===== config.mk =====
export PLATFORM = sky130hd
export DESIGN_NAME = alu_unit
export DESIGN_NICKNAME = d
export VERILOG_FILES = /design/src/rtl/alu_pkg.sv /design/src/rtl/alu_addsub.sv /design/src/rtl/alu_unit.sv
export SDC_FILE = /design/constraint.sdc
export NUM_CORES = 1
export LEC_CHECK = 0
export ABC_AREA = 1
export CORE_MARGIN = 1.5
export CORE_UTILIZATION = 50
export CTS_BUF_LIST = sky130_fd_sc_hd__clkbuf_8
export DETAILED_ROUTE_END_ITERATION = 7
export PLACE_DENSITY = 0.92
export RECOVER_POWER = 100
export SYNTH_ARGS = -nofsm -noshare
export SYNTH_HDL_FRONTEND = slang
export SYNTH_SLANG_ARGS = --single-unit

===== constraint.sdc =====
create_clock -name clk -period 2.3 [get_ports clk]
set_input_delay 0.46 -clock clk [delete_from_list [all_inputs] [get_ports clk]]
set_output_delay 0.46 -clock clk [all_outputs]
set_load 0.01 [all_outputs]

===== src/rtl/alu_pkg.sv =====
// Shared opcode encoding for the execute-stage ALU.
package alu_pkg;

    typedef logic [3:0] alu_op_t;

    localparam alu_op_t ALU_AND = 4'd0;
    localparam alu_op_t ALU_OR  = 4'd1;
    localparam alu_op_t ALU_ADD = 4'd2;
    localparam alu_op_t ALU_SUB = 4'd6;
    localparam alu_op_t ALU_SLT = 4'd7;
    localparam alu_op_t ALU_NOR = 4'd12;

endpackage


===== src/rtl/alu_addsub.sv =====
// W-bit adder/subtractor: sub=1 computes A + ~B + 1, so carry=1 means A >= B.
module alu_addsub #(
    parameter int W = 8
) (
    input  logic [W-1:0] A,
    input  logic [W-1:0] B,
    input  logic         sub,
    output logic [W-1:0] sum,
    output logic         carry
);

    logic [W-1:0] b_eff;

    assign b_eff = sub ? ~B : B;

    // One W+1-bit add; carry-in doubles as the two's-complement +1.
    assign {carry, sum} = {1'b0, A} + {1'b0, b_eff} + {{W{1'b0}}, sub};

endmodule


===== src/rtl/alu_unit.sv =====
// Execute-stage ALU: one combinational opcode decode into a single output register.
// Result, carry-out and zero flag all come from the same next-state value.
module alu_unit
    import alu_pkg::*;
#(
    parameter int W = 8
) (
    input  logic         clk,
    input  logic         rst,
    input  logic [W-1:0] A,
    input  logic [W-1:0] B,
    input  logic [3:0]   ALU_ctrl,
    output logic [W-1:0] ALU_o,
    output logic         cout,
    output logic         zero
);

    logic [W-1:0] as_sum;
    logic         as_carry;
    logic         as_sub;

    logic [W-1:0] alu_d, alu_q;
    logic         cout_d, cout_q;
    logic         zero_d, zero_q;

    // SLT reuses the subtractor: A < B exactly when A - B borrows.
    assign as_sub = (ALU_ctrl == ALU_SUB) || (ALU_ctrl == ALU_SLT);

    alu_addsub #(.W(W)) u_addsub (
        .A     (A),
        .B     (B),
        .sub   (as_sub),
        .sum   (as_sum),
        .carry (as_carry)
    );

    // Opcode decode; unknown codes resolve to a clean zero result.
    always_comb begin
        alu_d  = '0;
        cout_d = 1'b0;
        case (ALU_ctrl)
            ALU_AND: alu_d = A & B;
            ALU_OR:  alu_d = A | B;
            ALU_ADD: begin
                alu_d  = as_sum;
                cout_d = as_carry;
            end
            ALU_SUB: begin
                alu_d  = as_sum;
                cout_d = as_carry;
            end
            ALU_SLT: alu_d = {{(W-1){1'b0}}, ~as_carry};
            ALU_NOR: alu_d = ~(A | B);
            default: begin
                alu_d  = '0;
                cout_d = 1'b0;
            end
        endcase
        zero_d = (alu_d == '0);
    end

    // Output register; reset wins over any in-flight operation.
    always_ff @(posedge clk) begin
        if (rst) begin
            alu_q  <= '0;
            cout_q <= 1'b0;
            zero_q <= 1'b1;
        end else begin
            alu_q  <= alu_d;
            cout_q <= cout_d;
            zero_q <= zero_d;
        end
    end

    assign ALU_o = alu_q;
    assign cout  = cout_q;
    assign zero  = zero_q;

endmodule


## After elaboration in Yosys (flattened, before gate mapping)

Index checks and enable logic that the tools add are counted.

- Register bits: 10
- Output and inout bits: 10
- Word-level logic and storage cells: 23

- Add/sub/neg operators: 2
- Equal/unequal tests: 5
- Muxes and demuxes: 2
- Bitwise gates (word level): 6
- Reduce and logical (&&, ||, !) cells: 5

Operators with widths:

| operator | count |
|---|---|
| 8-bit one-hot mux with 5 select lines | 1 |
| 8-bit NOT | 2 |
| 8-bit by 8-bit adder with 9-bit output | 1 |
| 9-bit by 1-bit adder with 9-bit output | 1 |
| 8-bit bitwise AND | 1 |
| 4-bit by 3-bit equality test with 1-bit output, second input constant | 2 |
| 8-bit zero test | 1 |
| 8-bit two-way mux | 1 |
| 8-bit OR | 1 |
| 4-bit by 1-bit equality test with 1-bit output, second input constant | 1 |
| 4-bit by 2-bit equality test with 1-bit output, second input constant | 1 |
| 4-bit equality test, second input constant | 1 |
| 4-bit zero test | 1 |
| 2-bit OR reduction | 2 |
| 1-bit NOT | 2 |
| 1-bit logical OR | 1 |

## Logic depth before layout (Yosys ltp)

- Word-level depth: 8
- Depth in mapped cells: 14

## Hierarchy

From an unflattened synthesis, not the netlist that was laid out.

- Cells, all modules: 200
- Area, all modules: 1167.4 um^2

Modules (own cells, without submodules):

| module | instances | cells each | area an instance (um^2) | seq. area each (um^2) |
|---|---|---|---|---|
| alu_unit | 1 | 127 | 715.7 | 200.2 |
| alu_addsub | 1 | 73 | 451.7 | 0.0 |

## Worst setup path after synthesis

OpenSTA, ideal clock, no wires.

- Path type: input port to flip-flop
- Start: in ALU_ctrl[3]
- End: reg zero_q (netlist: zero)
- Data arrival time: 1.971 ns
- Setup slack: 0.261 ns
- Cell stages on the path: 13
- Buffers on the path: 0
- Path through: inv_2 -> nand3_4 -> xor2_1 -> fa_1 -> nor2_1 -> nor2_1 -> nand2_1 -> nand4_1 -> nor2_1 -> nand2_1 -> nor2_1 -> nand3_1 -> o21ai_1

- Cells in the longest elaborated chain, start to end: 8

RTL lines:

| what | line | RTL |
|---|---|---|
| start: declaration | alu_unit.sv:12 | `input logic [3:0] ALU_ctrl,` |
| 4-bit by 3-bit equality test with 1-bit output | alu_unit.sv:27, alu_unit.sv:41 |  |
| 1-bit logical OR | alu_unit.sv:27 | `assign as_sub = (ALU_ctrl == ALU_SUB) \|\| (ALU_ctrl == ALU_SLT);` |
| 8-bit two-way mux | alu_addsub.sv:14 | `assign b_eff = sub ? ~B : B;` |
| 8-bit by 8-bit adder with 9-bit output | alu_addsub.sv:17 | `assign {carry, sum} = {1'b0, A} + {1'b0, b_eff} + {{W{1'b0}}, sub};` |
| 9-bit by 1-bit adder with 9-bit output | alu_addsub.sv:17 |  |
| 1-bit NOT | alu_unit.sv:52 | `ALU_SLT: alu_d = {{(W-1){1'b0}}, ~as_carry};` |
| 8-bit one-hot mux with 5 select lines * | alu_unit.sv:41 | `case (ALU_ctrl)` |
| 8-bit zero test * | alu_unit.sv:59 | `zero_d = (alu_d == '0);` |
| end signal: assignment | alu_unit.sv:71 | `zero_q <= zero_d;` |
| end: declaration | alu_unit.sv:24 | `logic zero_d, zero_q;` |

Every way passes the cells marked *; elsewhere a longest branch is shown, timed or not.
A chain may end at the register's enable or synchronous reset.

## Worst setup path in the final report

Ends and elaborated chain as after synthesis.

==> metrics.txt <==
result of the run complete, but fails checks; violated checks setup timing; total wirelength of the detailed-routed design 5040 um; CTS Hold Bufs 0; total routing usage reported by global routing 31.2%; Clock transition at path regs 0.05 ns; total setup violations reported at the end of the flow 1; Startpoint Class input port; Detail Route met3 WL 509 um; number of clock sinks 10; total number of yosys warnings 0; DRT Pass-1 Iters 7; root buffer selected by CTS sky130_fd_sc_hd__clkbuf_8; DR vias/cell 6.11; endpoint type of the worst setup path register; Final Wtd Congestion 0.912; placeable core region 2210 um2; via count of the first global-routing pass 1449; H-tree level count 1; worst path required time 2.46 ns; Filler Cells Inserted 106; number of standard-cell rows in the floorplan 17; Storage cell area 200 um2; I/O pin count 32; worst slew pin tran 0.492 ns; count of maximum capacitance violations 0; Power Density 413 nW/um2; effective utilization at floorplan 53.3%; worst-case setup margin in the final layout -0.0891 ns; total overflow reported by the global router 0; number of buffers added by the clock tree synthesis step 3; iteration-0 DRC count of the detailed router 137; count of mapped cells out of synthesis 197; final number of max-transition violations 0; DP HPWL 2890 um; average wire per standard cell 17.3 um; sequential fraction of the synthesis area 17.0%; minimum hold slack 0.706 ns; number of diodes 0; timing-limited maximum frequency 419 MHz; Peak supply drop 0.504 mV; synth unique cells 25; crit path kind in -> reg; setup TNS -0.0891 ns; launch instance of the worst min-delay path ALU_ctrl[3]; number of hold-slack violations in the final timing report 0; Cells after DPL 285; area of combinational cells with multiple inputs 961 um2; x dimension of the die 51.6 um; number of nets in the layout 299; per-instance average area after synthesis 5.99 um2; count of non-filler cells in the finished layout 292; number of buffers inserted by port buffering 31; total non-filler cell area in the finished layout 1930 um2; Top Metal Used met4; register bit total from synthesis 10; via total after detailed routing 1785; endpoint arrival time on the critical path 2.55 ns; synthesized netlist net count 230; ratio of final minimum period to clock period 104%; met2 WL post-DR 2390 um; class of the most critical hold timing path in -> reg; Detail Route Antenna Nets 0; DRC violations left 0; relative area change from synthesis to final layout 63.9%; pin count of the biggest net entering global routing 10; final worst path period need 2.39 ns; critical path peak fanout 8; die footprint 2660 um2; TritonCTS clock tree done; initial antenna violation count 0; wire length on met1 1710 um; fraction of layout cells with a size suffix above 1 29.9%; launch point of the worst path ALU_ctrl[3]; share of the core filled with cells 87.4%; wire length of the first global-routing pass 6220 um; CTS Buffer Depth 2; leakage power 0.00105 uW; remaining max-slew budget at the tightest pin 67.1%; standard cell area after detailed placement 1740 um2; post-synth design cell area 1180 um2; Die Ht 51.6 um
flip-flops by register name, indices dropped and copies added, names as in the netlist:
register,count
ALU_o,8
cout,1
zero,1
stage by stage:
step	power [uW]	worst slack [ns]
6_report	799	-0.0891
5_1_grt	840	-0.104
4_1_cts	727	0.00513
3_5_place_dp	533	-0.448
3_3_place_gp	520	-0.387
2_1_floorplan	368	0.261
cell usage after synthesis:
library cell,number,share of area [%]
sky130_fd_sc_hd__nor2_1,18,5.7
sky130_fd_sc_hd__inv_2,1,0.32
sky130_fd_sc_hd__fa_1,1,1.7
sky130_fd_sc_hd__nor2_2,2,1.1
sky130_fd_sc_hd__nand3b_1,2,1.3
sky130_fd_sc_hd__inv_1,36,11
sky130_fd_sc_hd__nand4_1,6,3.2
sky130_fd_sc_hd__xnor2_1,2,1.5
sky130_fd_sc_hd__nand2_4,1,0.95
sky130_fd_sc_hd__nand3_4,1,1.5
sky130_fd_sc_hd__o21ai_1,1,0.42
sky130_fd_sc_hd__xor2_1,5,3.7
sky130_fd_sc_hd__o311a_1,1,0.85
sky130_fd_sc_hd__o21ai_0,3,1.3
sky130_fd_sc_hd__ha_1,10,11
sky130_fd_sc_hd__a21boi_0,1,0.64
sky130_fd_sc_hd__nand3_1,19,8.1
sky130_fd_sc_hd__nand2_1,52,17
sky130_fd_sc_hd__o21a_1,1,0.64
sky130_fd_sc_hd__nor3_1,8,3.4
sky130_fd_sc_hd__dfxtp_1,10,17
sky130_fd_sc_hd__nor3_4,1,1.4
sky130_fd_sc_hd__nand3_2,1,0.85
sky130_fd_sc_hd__a21oi_1,13,5.5
sky130_fd_sc_hd__nand2_2,1,0.53
final cells by class:
cell class | count | share of cell area, %
multi-input cells | 150 | 49.7
well taps | 28 | 1.81
inverters | 37 | 7.18
clock buffers | 3 | 2.13
flip-flops and latches | 10 | 10.3
repair buffers | 64 | 28.8
cell families after synthesis:
logic type / Yosys count / synth area share [%]
and+or+nand+nor: 112 / 44.4
buffers and inverters: 37 / 11.8
AOI/OAI and AO/OA: 20 / 9.33
adders and majority gates: 11 / 12.3
DFF: 10 / 17.0
xor gates and xnor gates: 7 / 5.20
placed cells by master, fill, tap and decap left out, drive strengths merged, types with 2 or more instances in the layout:
master / Yosys / layout
a21oi: 13 / 13
nor3: 9 / 9
o21ai: 4 / 4
clkdlybuf4s50: 0 / 12
nand4: 6 / 6
ha: 10 / 10
nor2: 20 / 20
nand3: 21 / 21
dfxtp: 10 / 10
dlymetal6s2s: 0 / 6
buf: 0 / 33
inv: 37 / 37
clkbuf: 0 / 6
xor2: 5 / 5
nand3b: 2 / 2
nand2: 54 / 54
dlygate4sd3: 0 / 10
xnor2: 2 / 2
where the power goes:
part	total [uW]	internal [uW]	switching, uW
Clock	191	115	76.1
Sequential	188	184	3.89
Combinational	419	189	231
worst max-delay path: stages:
cell and delay (ns):
sky130_fd_sc_hd__clkbuf_2 0.10, sky130_fd_sc_hd__inv_2 0.07, sky130_fd_sc_hd__nand3_4 0.17, sky130_fd_sc_hd__xor2_2 0.23
sky130_fd_sc_hd__fa_2 0.42, sky130_fd_sc_hd__nor2_2 0.13, sky130_fd_sc_hd__nor2_1 0.06, sky130_fd_sc_hd__nand2_1 0.07
sky130_fd_sc_hd__nand4_1 0.17, sky130_fd_sc_hd__nor2_1 0.20, sky130_fd_sc_hd__nand2_1 0.10, sky130_fd_sc_hd__nor2_1 0.12
sky130_fd_sc_hd__nand3_1 0.09, sky130_fd_sc_hd__o21ai_1 0.15
worst paths after layout:
check,end,slack [ns],depth (start not counted)
setup / recovery,zero,-0.09,14
hold / removal,cout,0.71,5
timing repair:
| action | in CTS | in global routing |
|---|---|---|
| setup endpoints to repair | 4 | 6 |
| resized for setup | 9 | 42 |
| pin swaps | 7 | 19 |
| setup buffers | 2 | 2 |
per-layer routing:
metal / vias up / GRT usage, %
li1: 768 / -
met1: 807 / 38.4
met2: 149 / 56.4
met3: 61 / 5.17
met4: 0 / 7.46
met5: - / 0
Note: power is estimated with default switching activity, not from simulation.
